--- config.mk ---
export PLATFORM = sky130hd
export DESIGN_NAME = lcd_cmd_sequencer
export DESIGN_NICKNAME = d
export VERILOG_FILES = /design/src/rtl/lcd_pkg.sv /design/src/rtl/lcd_cmd_fifo.sv /design/src/rtl/lcd_cmd_sequencer.sv
export SDC_FILE = /design/constraint.sdc
export NUM_CORES = 1
export LEC_CHECK = 0
export CAP_MARGIN = 10
export CORE_ASPECT_RATIO = 1.1
export CORE_MARGIN = 1
export CORE_UTILIZATION = 55
export DETAILED_ROUTE_END_ITERATION = 8
export GPL_TIMING_DRIVEN = 1
export PLACE_DENSITY = 0.79
export SLEW_MARGIN = 20
export SYNTH_ARGS = -nofsm -noshare
export SYNTH_HDL_FRONTEND = slang
export SYNTH_SLANG_ARGS = --single-unit
--- constraint.sdc ---
create_clock -name clk -period 2.7 [get_ports clk]
set_input_delay 0.27 -clock clk [delete_from_list [all_inputs] [get_ports clk]]
set_output_delay 0.27 -clock clk [all_outputs]
set_load 0.005 [all_outputs]
--- src/rtl/lcd_pkg.sv ---
// lcd_pkg: shared command codes and sequencer FSM encoding.
// No ports; imported by lcd_cmd_fifo and lcd_cmd_sequencer.
package lcd_pkg;

  localparam int CMD_W = 3;

  localparam logic [CMD_W-1:0] CMD_WRITE = 3'd0;
  localparam logic [CMD_W-1:0] CMD_UP    = 3'd1;
  localparam logic [CMD_W-1:0] CMD_DOWN  = 3'd2;
  localparam logic [CMD_W-1:0] CMD_LEFT  = 3'd3;
  localparam logic [CMD_W-1:0] CMD_RIGHT = 3'd4;
  localparam logic [CMD_W-1:0] CMD_AVG   = 3'd5;
  localparam logic [CMD_W-1:0] CMD_MIRX  = 3'd6;
  localparam logic [CMD_W-1:0] CMD_MIRY  = 3'd7;

  typedef enum logic [2:0] {
    ST_BOOT,
    ST_READY,
    ST_GAP,
    ST_WAIT_DONE,
    ST_ERROR
  } state_t;

endpackage

--- src/rtl/lcd_cmd_fifo.sv ---
// lcd_cmd_fifo: show-ahead sync FIFO for command codes.
// Ports: clk, reset (sync, low), push/din, pop/head, full, empty, level.
module lcd_cmd_fifo
  import lcd_pkg::*;
#(
  parameter int DEPTH = 4
) (
  input  logic                   clk,
  input  logic                   reset,
  input  logic                   push,
  input  logic [CMD_W-1:0]       din,
  input  logic                   pop,
  output logic [CMD_W-1:0]       head,
  output logic                   full,
  output logic                   empty,
  output logic [$clog2(DEPTH):0] level
);

  localparam int AW = $clog2(DEPTH);
  localparam int LW = AW + 1;

  logic [CMD_W-1:0] mem [DEPTH];
  logic [AW-1:0]    wp;
  logic [AW-1:0]    rp;

  // DEPTH is a power of two, so pointers wrap naturally
  always_ff @(posedge clk) begin
    if (!reset) begin
      wp    <= '0;
      rp    <= '0;
      level <= '0;
    end else begin
      if (push) wp <= wp + 1'b1;
      if (pop)  rp <= rp + 1'b1;
      unique case (1'b1)
        push && !pop: level <= level + 1'b1;
        pop && !push: level <= level - 1'b1;
        default: ;
      endcase
    end
  end

  always_ff @(posedge clk) begin
    if (push) mem[wp] <= din;
  end

  assign head  = mem[rp];
  assign full  = (level == LW'(DEPTH));
  assign empty = (level == '0);

endmodule

--- src/rtl/lcd_cmd_sequencer.sv ---
// lcd_cmd_sequencer: queues host commands, issues them to the LCD controller.
// Ports: host_cmd/valid/ready in, lcd_busy/done in, cmd/cmd_valid out,
// seq_idle, fifo_level, frame_cnt, err_timeout. Option: LCD_SEQ_AUTO_WRITE_EN.
module lcd_cmd_sequencer
  import lcd_pkg::*;
#(
  parameter int FIFO_DEPTH    = 4,
  parameter int WRITE_TIMEOUT = 200,
  parameter int ISSUE_GAP     = 1
) (
  input  logic                        clk,
  input  logic                        reset,
  input  logic [CMD_W-1:0]            host_cmd,
  input  logic                        host_valid,
  output logic                        host_ready,
  input  logic                        lcd_busy,
  input  logic                        lcd_done,
  output logic [CMD_W-1:0]            cmd,
  output logic                        cmd_valid,
  output logic                        seq_idle,
  output logic [$clog2(FIFO_DEPTH):0] fifo_level,
  output logic [7:0]                  frame_cnt,
  output logic                        err_timeout
);

  localparam int TW = $clog2(WRITE_TIMEOUT + 1);

  state_t           state;
  state_t           state_nx;
  logic [TW-1:0]    cnt;
  logic             full;
  logic             empty;
  logic             push;
  logic             pop;
  logic [CMD_W-1:0] head;
  logic             issue;
  logic [CMD_W-1:0] issue_cmd;

  // gated by reset so the port reads 0 while reset is held
  assign host_ready = reset && !full && (state != ST_ERROR);
  assign push       = host_valid && host_ready;
  assign seq_idle   = reset && empty && (state == ST_READY);

  lcd_cmd_fifo #(
    .DEPTH(FIFO_DEPTH)
  ) u_fifo (
    .clk  (clk),
    .reset(reset),
    .push (push),
    .din  (host_cmd),
    .pop  (pop),
    .head (head),
    .full (full),
    .empty(empty),
    .level(fifo_level)
  );

`ifdef LCD_SEQ_AUTO_WRITE_EN
  logic       dirty;
  logic [3:0] idle_cnt;

  // dirty: a non-Write has issued since the last Write
  always_ff @(posedge clk) begin
    if (!reset) begin
      dirty    <= 1'b0;
      idle_cnt <= '0;
    end else begin
      if (issue) dirty <= (issue_cmd != CMD_WRITE);
      if (state == ST_READY && empty && !issue) begin
        if (idle_cnt != 4'd15) idle_cnt <= idle_cnt + 1'b1;
      end else begin
        idle_cnt <= '0;
      end
    end
  end
`endif

  always_ff @(posedge clk) begin
    if (!reset) state <= ST_BOOT;
    else        state <= state_nx;
  end

  always_comb begin
    state_nx = state;
    unique case (state)
      ST_BOOT:
        if (!lcd_busy) state_nx = ST_READY;
      ST_READY:
        if (issue)
          state_nx = (issue_cmd == CMD_WRITE) ? ST_WAIT_DONE : ST_GAP;
      ST_GAP:
        if (cnt == TW'(ISSUE_GAP)) state_nx = ST_READY;
      ST_WAIT_DONE:
        if (lcd_done)                          state_nx = ST_READY;
        else if (cnt == TW'(WRITE_TIMEOUT))    state_nx = ST_ERROR;
      ST_ERROR: ;
      default: state_nx = ST_BOOT;
    endcase
  end

  always_comb begin
    pop       = 1'b0;
    issue     = 1'b0;
    issue_cmd = head;
    if (state == ST_READY && !lcd_busy) begin
      if (!empty) begin
        pop   = 1'b1;
        issue = 1'b1;
      end
`ifdef LCD_SEQ_AUTO_WRITE_EN
      else if (dirty && idle_cnt == 4'd15) begin
        issue     = 1'b1;
        issue_cmd = CMD_WRITE;
      end
`endif
    end
  end

  // cnt restarts at 1 on every state change; shared by GAP and WAIT_DONE
  always_ff @(posedge clk) begin
    if (!reset) begin
      cnt         <= '0;
      cmd         <= '0;
      cmd_valid   <= 1'b0;
      frame_cnt   <= '0;
      err_timeout <= 1'b0;
    end else begin
      cmd_valid <= issue;
      if (issue) cmd <= issue_cmd;
      if (state != state_nx)
        cnt <= TW'(1);
      else if (state == ST_GAP || state == ST_WAIT_DONE)
        cnt <= cnt + 1'b1;
      if (state == ST_WAIT_DONE && lcd_done)
        frame_cnt <= frame_cnt + 1'b1;
      if (state == ST_WAIT_DONE && !lcd_done &&
          cnt == TW'(WRITE_TIMEOUT))
        err_timeout <= 1'b1;
    end
  end

endmodule

==> flow_metrics.py, run 1 <==
metrics = {
    "synthesis": {
        "yosys_warnings": 0,
        "yosys_register_bits": 45,
        "synthesis.area_um2": 2190,
        "synthAdderAreaFrac_pct": 6.05,
        "yosysUniqueCellTypes": 43,
        "seq_area_frac_synth_pct": 46.6,
        "syn-instance-count": 202,
        "synth_mux_area_share_pct": 4.91,
        "yosys.area.top_type_share_pct": 30.2,
        "synthTopCellsByArea": "dfxtp_1 30%, edfxtp_1 16%, ha_1 5.1%",
        "post-synth-top-count-cell": "dfxtp_1",
        "synthSimpleGateAreaFrac_pct": 24.3,
        "synth_top_family_by_area": "simple AND/OR/NAND/NOR gates",
        "synth_edf_count": 12,
        "ys.flop_type": "dfxtp_1",
        "synth_nets": 220,
        "yosys.area_share.xor_xnor_pct": 6.80,
        "async_flop_share_pct": 0,
        "synthTopCellsByCount": "33 x dfxtp_1, 16 x and2_1, 12 x edfxtp_1, 11 x inv_1, 11 x xnor2_1",
        "synth_compound_area_share_pct": 7.94,
        "syn_area_per_cell_um2": 10.8,
        "synth.largest_area_cell": "dfxtp_1",
    },
    "final_layout": {
        "final_cells": 284,
        "diodes": 0,
        "fin_nets": 251,
        "final_util_pct": 70.8,
        "syn_to_final_growth_pct": 20.0,
        "drive_above_1_share_pct": 9.40,
    },
    "clock_tree": {
        "h-tree-depth": 2,
        "cts_tree": "yes",
        "postCtsSetupBuffers": 0,
        "cts_root_buf": "clkbuf_8",
        "cts_max_path_buffers": 2,
        "clkSinkCount": 45,
        "path_clk_slew_ps": 80,
        "cts_hold_buf": 0,
        "clk_latency_ps": 300,
        "numCtsBuffers": 5,
        "cts_resized": 0,
    },
    "floorplan": {
        "io_pins": 26,
        "core_area_um2": 3710,
        "dieHeight_um": 68.2,
        "start_util_pct": 59.0,
        "die_x_um": 62.2,
        "rows": 23,
        "fp.dieArea_um2": 4240,
    },
    "global_routing": {
        "grt_start_max_net_pins": 17,
        "gr-usage-all-layers_pct": 21.9,
        "antenna_found_initial": 0,
        "first_global_vias": 1531,
        "grt.overflow.total": 0,
        "grt_pass1_wl_um": 7150,
    },
    "min_path": {
        "hold_path.class": "flip-flop to flip-flop",
    },
    "sta": {
        "fin_crit_sh_pct": 90.3,
        "fin_crit_ps": 2440,
        "slew_viol_final": 0,
        "fin_setup_tns_ps": 0,
        "worstMarginPinSlew_ps": 834,
        "rsz0062_at_grt": "false",
        "slew_headroom_pct": 44.0,
        "fin_skew_ps": 4.16,
        "finalSetupViolCount": 0,
        "finalHoldViolCount": 0,
        "fmax_mhz": 410,
    },
    "setup_path": {
        "crit_chain": "or3b_2 -> and4_1 -> inv_1 -> ha_1 -> inv_1 -> fa_1 -> xor2_1 -> or3_1 -> a21boi_0",
        "reg2reg_slack_ps": 260,
        "crit_fanout": 5,
        "crit_end": "u_fifo.level[2]",
        "cp-startpoint": "u_fifo.level[2]",
        "critPathMaxStageDelay_ps": 460,
        "worst_path_most_repeated_cell": "inv_1",
        "rr_startpoint": "u_fifo.level[2]",
        "slowest_stage": "or3b_2",
        "r2r_cells": 9,
        "required_ps": 2920,
        "timing.rr.end": "u_fifo.level[2]",
        "end_kind": "flip-flop",
        "startpoint_type": "flip-flop",
        "worstSetupPathType": "flip-flop to flip-flop",
        "cp.arrival_ps": 2660,
    },
    "routing": {
        "via_per_inst": 5.74,
        "drcViolationCount": 0,
        "drt_iter0_markers": 186,
        "dr.pass1.iters": 4,
        "wl_per_cell_um": 14.6,
        "ant_nets": 0,
        "wl_um": 4140,
        "vias": 1630,
    },
    "placed_design": {
        "routabilityCongestion": 0.862,
        "dp_hpwl_um": 2990,
        "portBuffers": 25,
        "dp.cells": 276,
    },
    "pwr": {
        "power.density_nw_per_um2": 535,
        "p_leak_nw": 0.930,
        "total_power_mw": 1.41,
        "ir_drop_mv": 0.304,
    },
    "job": {
        "cap_violations": 0,
    },
    "status": {
        "status": "finished, final reports clean",
    },
}
==> cell usage in the layout (no fill, tap or decap), drive strengths merged, types with 3 or more instances in the layout <==
cell type and instances:
nand4 7, o21a 4, nor2b 6, clkbuf 6, nor4b 7, buf 7
or3 3, inv 11, ha 9, o21ai 7, nor2 3, a21boi 4
mux2i 4, nor4 3, edfxtp 12, and2 16, dfxtp 33, and3 4
mux4 3, nand2 9, clkdlybuf4s50 25, nor3 10, xnor2 11, xor2 6
==> layer usage <==
layer | up-vias | wire, um | GRT usage [%]
met4 | 0 | 64 | 7.85
met2 | 55 | 2050 | 38.3
met3 | 7 | 210 | 5.00
li1 | 786 | - | -
met5 | - | 0 | 0
met1 | 782 | 1810 | 26.9
==> worst max-delay path: cells and delay by family, from the launching register on <==
kind	cells	cell delay [ps]
AO/OA/AOI/OAI	1	180
XOR/XNOR	1	160
adder cells (fa/ha/maj)	2	550
buffers and inverters	2	120
flip-flops	1	380
AND/OR/NAND/NOR	3	980
==> worst min path at each step <==
stage,cells after the start,start,end
after CTS,1,err_timeout,err_timeout
final,1,err_timeout,err_timeout
after detailed placement,1,err_timeout,err_timeout
after global placement,1,err_timeout,err_timeout
after floorplan,0,host_cmd[0],u_fifo.mem[0][0]
after global routing,1,err_timeout,err_timeout
==> flip-flops by register name (all words and copies together) (netlist names), named ones only <==
signal and cells:
cnt 8, frame_cnt 8, err_timeout 1, cmd 3
u_fifo.mem 12, u_fifo.rp 2, u_fifo.level 3, cmd_valid 1
state 3, u_fifo.wp 2
==> logic make-up (layout without fill, tap and decap cells) <==
group / Yosys count / count (layout)
AND/OR/NAND/NOR: 82 / 82
flip-flops: 45 / 45
AO/OA/AOI/OAI: 22 / 22
buffers and inverters: 19 / 51
XOR/XNOR: 17 / 17
adder cells (fa/ha/maj): 10 / 10
multiplexers: 7 / 7
==> through the flow <==
stage | setup slack, ps | area [um^2] | hold slack, ps
final | 262 | 2630 | 478
after detailed placement | 149 | 2520 | 461
after CTS | 251 | 2630 | 484
after global routing | 123 | 2630 | 515
after global placement | 270 | 2520 | 453
after floorplan | 255 | 2190 | 369
==> layout make-up <==
type | count | area (um^2)
repair buffers | 32 | 303
fillers | 273 | 1080
inverters | 11 | 41.3
well taps | 50 | 62.6
clock inverters | 2 | 33.8
clock buffers | 6 | 72.6
multi-input cells | 138 | 1090
flip-flops and latches | 45 | 1020
==> power breakdown <==
group | switching (mW) | leakage (nW) | total (mW) | internal [mW]
sequential | 0.0156 | 0.376 | 0.727 | 0.711
clock | 0.220 | 0.0528 | 0.493 | 0.273
combinational | 0.0939 | 0.501 | 0.186 | 0.0920
total | 0.329 | 0.930 | 1.41 | 1.08
Note: power is estimated with default switching activity, not from simulation.
==> run 2: changes to the inputs <==
--- a/config.mk
+++ b/config.mk
@@ -8,11 +8,11 @@
 export CAP_MARGIN = 10
 export CORE_ASPECT_RATIO = 1.1
 export CORE_MARGIN = 1
-export CORE_UTILIZATION = 55
+export CORE_UTILIZATION = 57
+export CTS_BUF_LIST = sky130_fd_sc_hd__clkbuf_4
 export DETAILED_ROUTE_END_ITERATION = 8
 export GPL_TIMING_DRIVEN = 1
-export PLACE_DENSITY = 0.79
-export SLEW_MARGIN = 20
+export PLACE_DENSITY = 0.81
 export SYNTH_ARGS = -nofsm -noshare
 export SYNTH_HDL_FRONTEND = slang
 export SYNTH_SLANG_ARGS = --single-unit
==> run 2 against run 1 <==
Compared with the run above:
- worst setup slack got worse by 70 ps
- hold slack improved by 11 ps
- design area fell by 1.3%
- count of clock-buffer cells in the layout fell by 1
- combinational power barely moved
- sequential share of layout area rose by 0.52 points
- highest routed layer unchanged
- core utilization rose by 0.16 points
- largest power group unchanged
- non-clock buffer count fell by 1
- first-iteration DRC count fell by 70%
- die area fell by 3.4%
- cell count fell by 0.35%
- sequential cell count did not move
==> flow_metrics.py, run 2 (synthesis results as in run 1) <==
metrics = {
    "global_routing": {
        "grt_pass1_wl_um": 6960,
        "gr-usage-all-layers_pct": 23.9,
        "first_global_vias": 1529,
        "grt_start_max_net_pins": 32,
        "grt.overflow.total": 0,
        "antenna_found_initial": 0,
    },
    "job": {
        "cap_violations": 0,
    },
    "routing": {
        "wl_per_cell_um": 15.2,
        "drt_iter0_markers": 55,
        "wl_um": 4300,
        "vias": 1628,
        "drcViolationCount": 0,
        "ant_nets": 0,
        "via_per_inst": 5.75,
        "dr.pass1.iters": 4,
    },
    "clock_tree": {
        "postCtsSetupBuffers": 0,
        "clk_latency_ps": 360,
        "cts_hold_buf": 0,
        "cts_max_path_buffers": 2,
        "path_clk_slew_ps": 130,
        "h-tree-depth": 2,
        "clkSinkCount": 45,
        "numCtsBuffers": 5,
        "cts_root_buf": "clkbuf_4",
        "cts_tree": "yes",
        "cts_resized": 0,
    },
    "pwr": {
        "p_leak_nw": 0.911,
        "power.density_nw_per_um2": 512,
        "ir_drop_mv": 0.496,
        "total_power_mw": 1.33,
    },
    "sta": {
        "finalHoldViolCount": 0,
        "rsz0062_at_grt": "false",
        "slew_viol_final": 0,
        "finalSetupViolCount": 0,
        "worstMarginPinSlew_ps": 710,
        "fin_crit_sh_pct": 92.9,
        "slew_headroom_pct": 52.3,
        "fin_setup_tns_ps": 0,
        "fmax_mhz": 399,
        "fin_skew_ps": 6.14,
        "fin_crit_ps": 2510,
    },
    "min_path": {
        "hold_path.class": "flip-flop to flip-flop",
        "holdPathStages": 1,
    },
    "final_layout": {
        "largest_register": "u_fifo.mem",
        "diodes": 0,
        "fin_nets": 250,
        "mostFrequentLayoutCell": "dfxtp_1",
        "final_area_um2": 2590,
        "multi_input_comb_area_um2": 1090,
        "final_cell_mix": "33 x dfxtp_1, 25 x clkdlybuf4s50_1, 16 x and2_1",
        "largest_reg_flops": 12,
        "drive_above_1_share_pct": 9.44,
        "reg_top3": "u_fifo.mem: 12 flops, cnt: 8 flops, frame_cnt: 8 flops",
        "syn_to_final_growth_pct": 18.4,
        "regArea_um2": 1020,
        "nFillCells": 275,
    },
    "placed_design": {
        "routabilityCongestion": 0.812,
        "placed_cell_area_um2": 2510,
        "dp_hpwl_um": 3160,
        "portBuffers": 25,
    },
    "setup_path": {
        "end_kind": "flip-flop",
        "required_ps": 3000,
        "crit_fanout": 5,
        "cp.arrival_ps": 2810,
        "r2r_cells": 9,
        "cp-startpoint": "u_fifo.level[2]",
        "startpoint_type": "flip-flop",
        "rr_startpoint": "u_fifo.level[2]",
        "worstSetupPathType": "flip-flop to flip-flop",
        "reg2reg_slack_ps": 190,
        "timing.rr.end": "u_fifo.level[2]",
        "crit_end": "u_fifo.level[2]",
    },
    "floorplan": {
        "rows": 23,
        "io_pins": 26,
        "start_util_pct": 59.9,
        "fp.dieArea_um2": 4100,
        "die_x_um": 61.1,
        "core_area_um2": 3650,
        "dieHeight_um": 67.0,
    },
    "status": {
        "status": "finished, final reports clean",
    },
}
==> run 2: critical path, stage by stage, from the launching register on <==
cell and delay, ps:
dfxtp_1 400, or3b_2 460, and4_1 220, inv_1 60, ha_1 190, inv_1 70
fa_1 400, xor2_1 180, or3_1 310, a21boi_0 160
==> run 2: cell type report <==
class,instances,area share [%]
multi-input combinational,138,42.2
sequential,45,39.4
clock inverter,3,1.59
timing repair buffer,31,11.4
clock buffer,5,1.45
inverter,11,1.59
tap,50,2.41
==> run 2: per-layer routing <==
layer  global-route usage, %  wire length (um)  vias to the layer above
met5                       0                 0                        -
met4                    10.5                92                        0
met3                    5.83               210                       11
met2                    42.5              2240                       57
met1                    26.2              1750                      775
li1                        -                 -                      785
==> run 2: worst min-delay path by stage <==
stage	end	from
final	err_timeout	err_timeout
after global routing	err_timeout	err_timeout
after detailed placement	err_timeout	err_timeout
after floorplan	u_fifo.mem[0][0]	host_cmd[0]
after CTS	err_timeout	err_timeout
after global placement	err_timeout	err_timeout
==> run 2: stage by stage <==
stage | setup slack [ps] | hold WS [ps] | util (%) | std cells
after global routing | 58.2 | 517 | 71.0 | 283
after CTS | 185 | 493 | 71.0 | 283
after global placement | 289 | 450 | 68.8 | 275
final | 191 | 489 | 71.0 | 283
after detailed placement | 120 | 458 | 68.8 | 275
after floorplan | 255 | 369 | - | 202
==> run 2: power breakdown <==
part | total (mW) | switching [mW] | internal [mW]
Clock | 0.415 | 0.224 | 0.192
Sequential | 0.727 | 0.0152 | 0.712
Combinational | 0.186 | 0.0954 | 0.0911
==> run 3: changes to the inputs <==
--- a/config.mk
+++ b/config.mk
@@ -10,6 +10,7 @@
 export CORE_MARGIN = 1
 export CORE_UTILIZATION = 57
 export CTS_BUF_LIST = sky130_fd_sc_hd__clkbuf_4
+export CTS_CLUSTER_SIZE = 8
 export DETAILED_ROUTE_END_ITERATION = 8
 export GPL_TIMING_DRIVEN = 1
 export PLACE_DENSITY = 0.81
==> results of run 3 <==
Same layout as run 2: the final DEF is identical, and so are final timing and power.
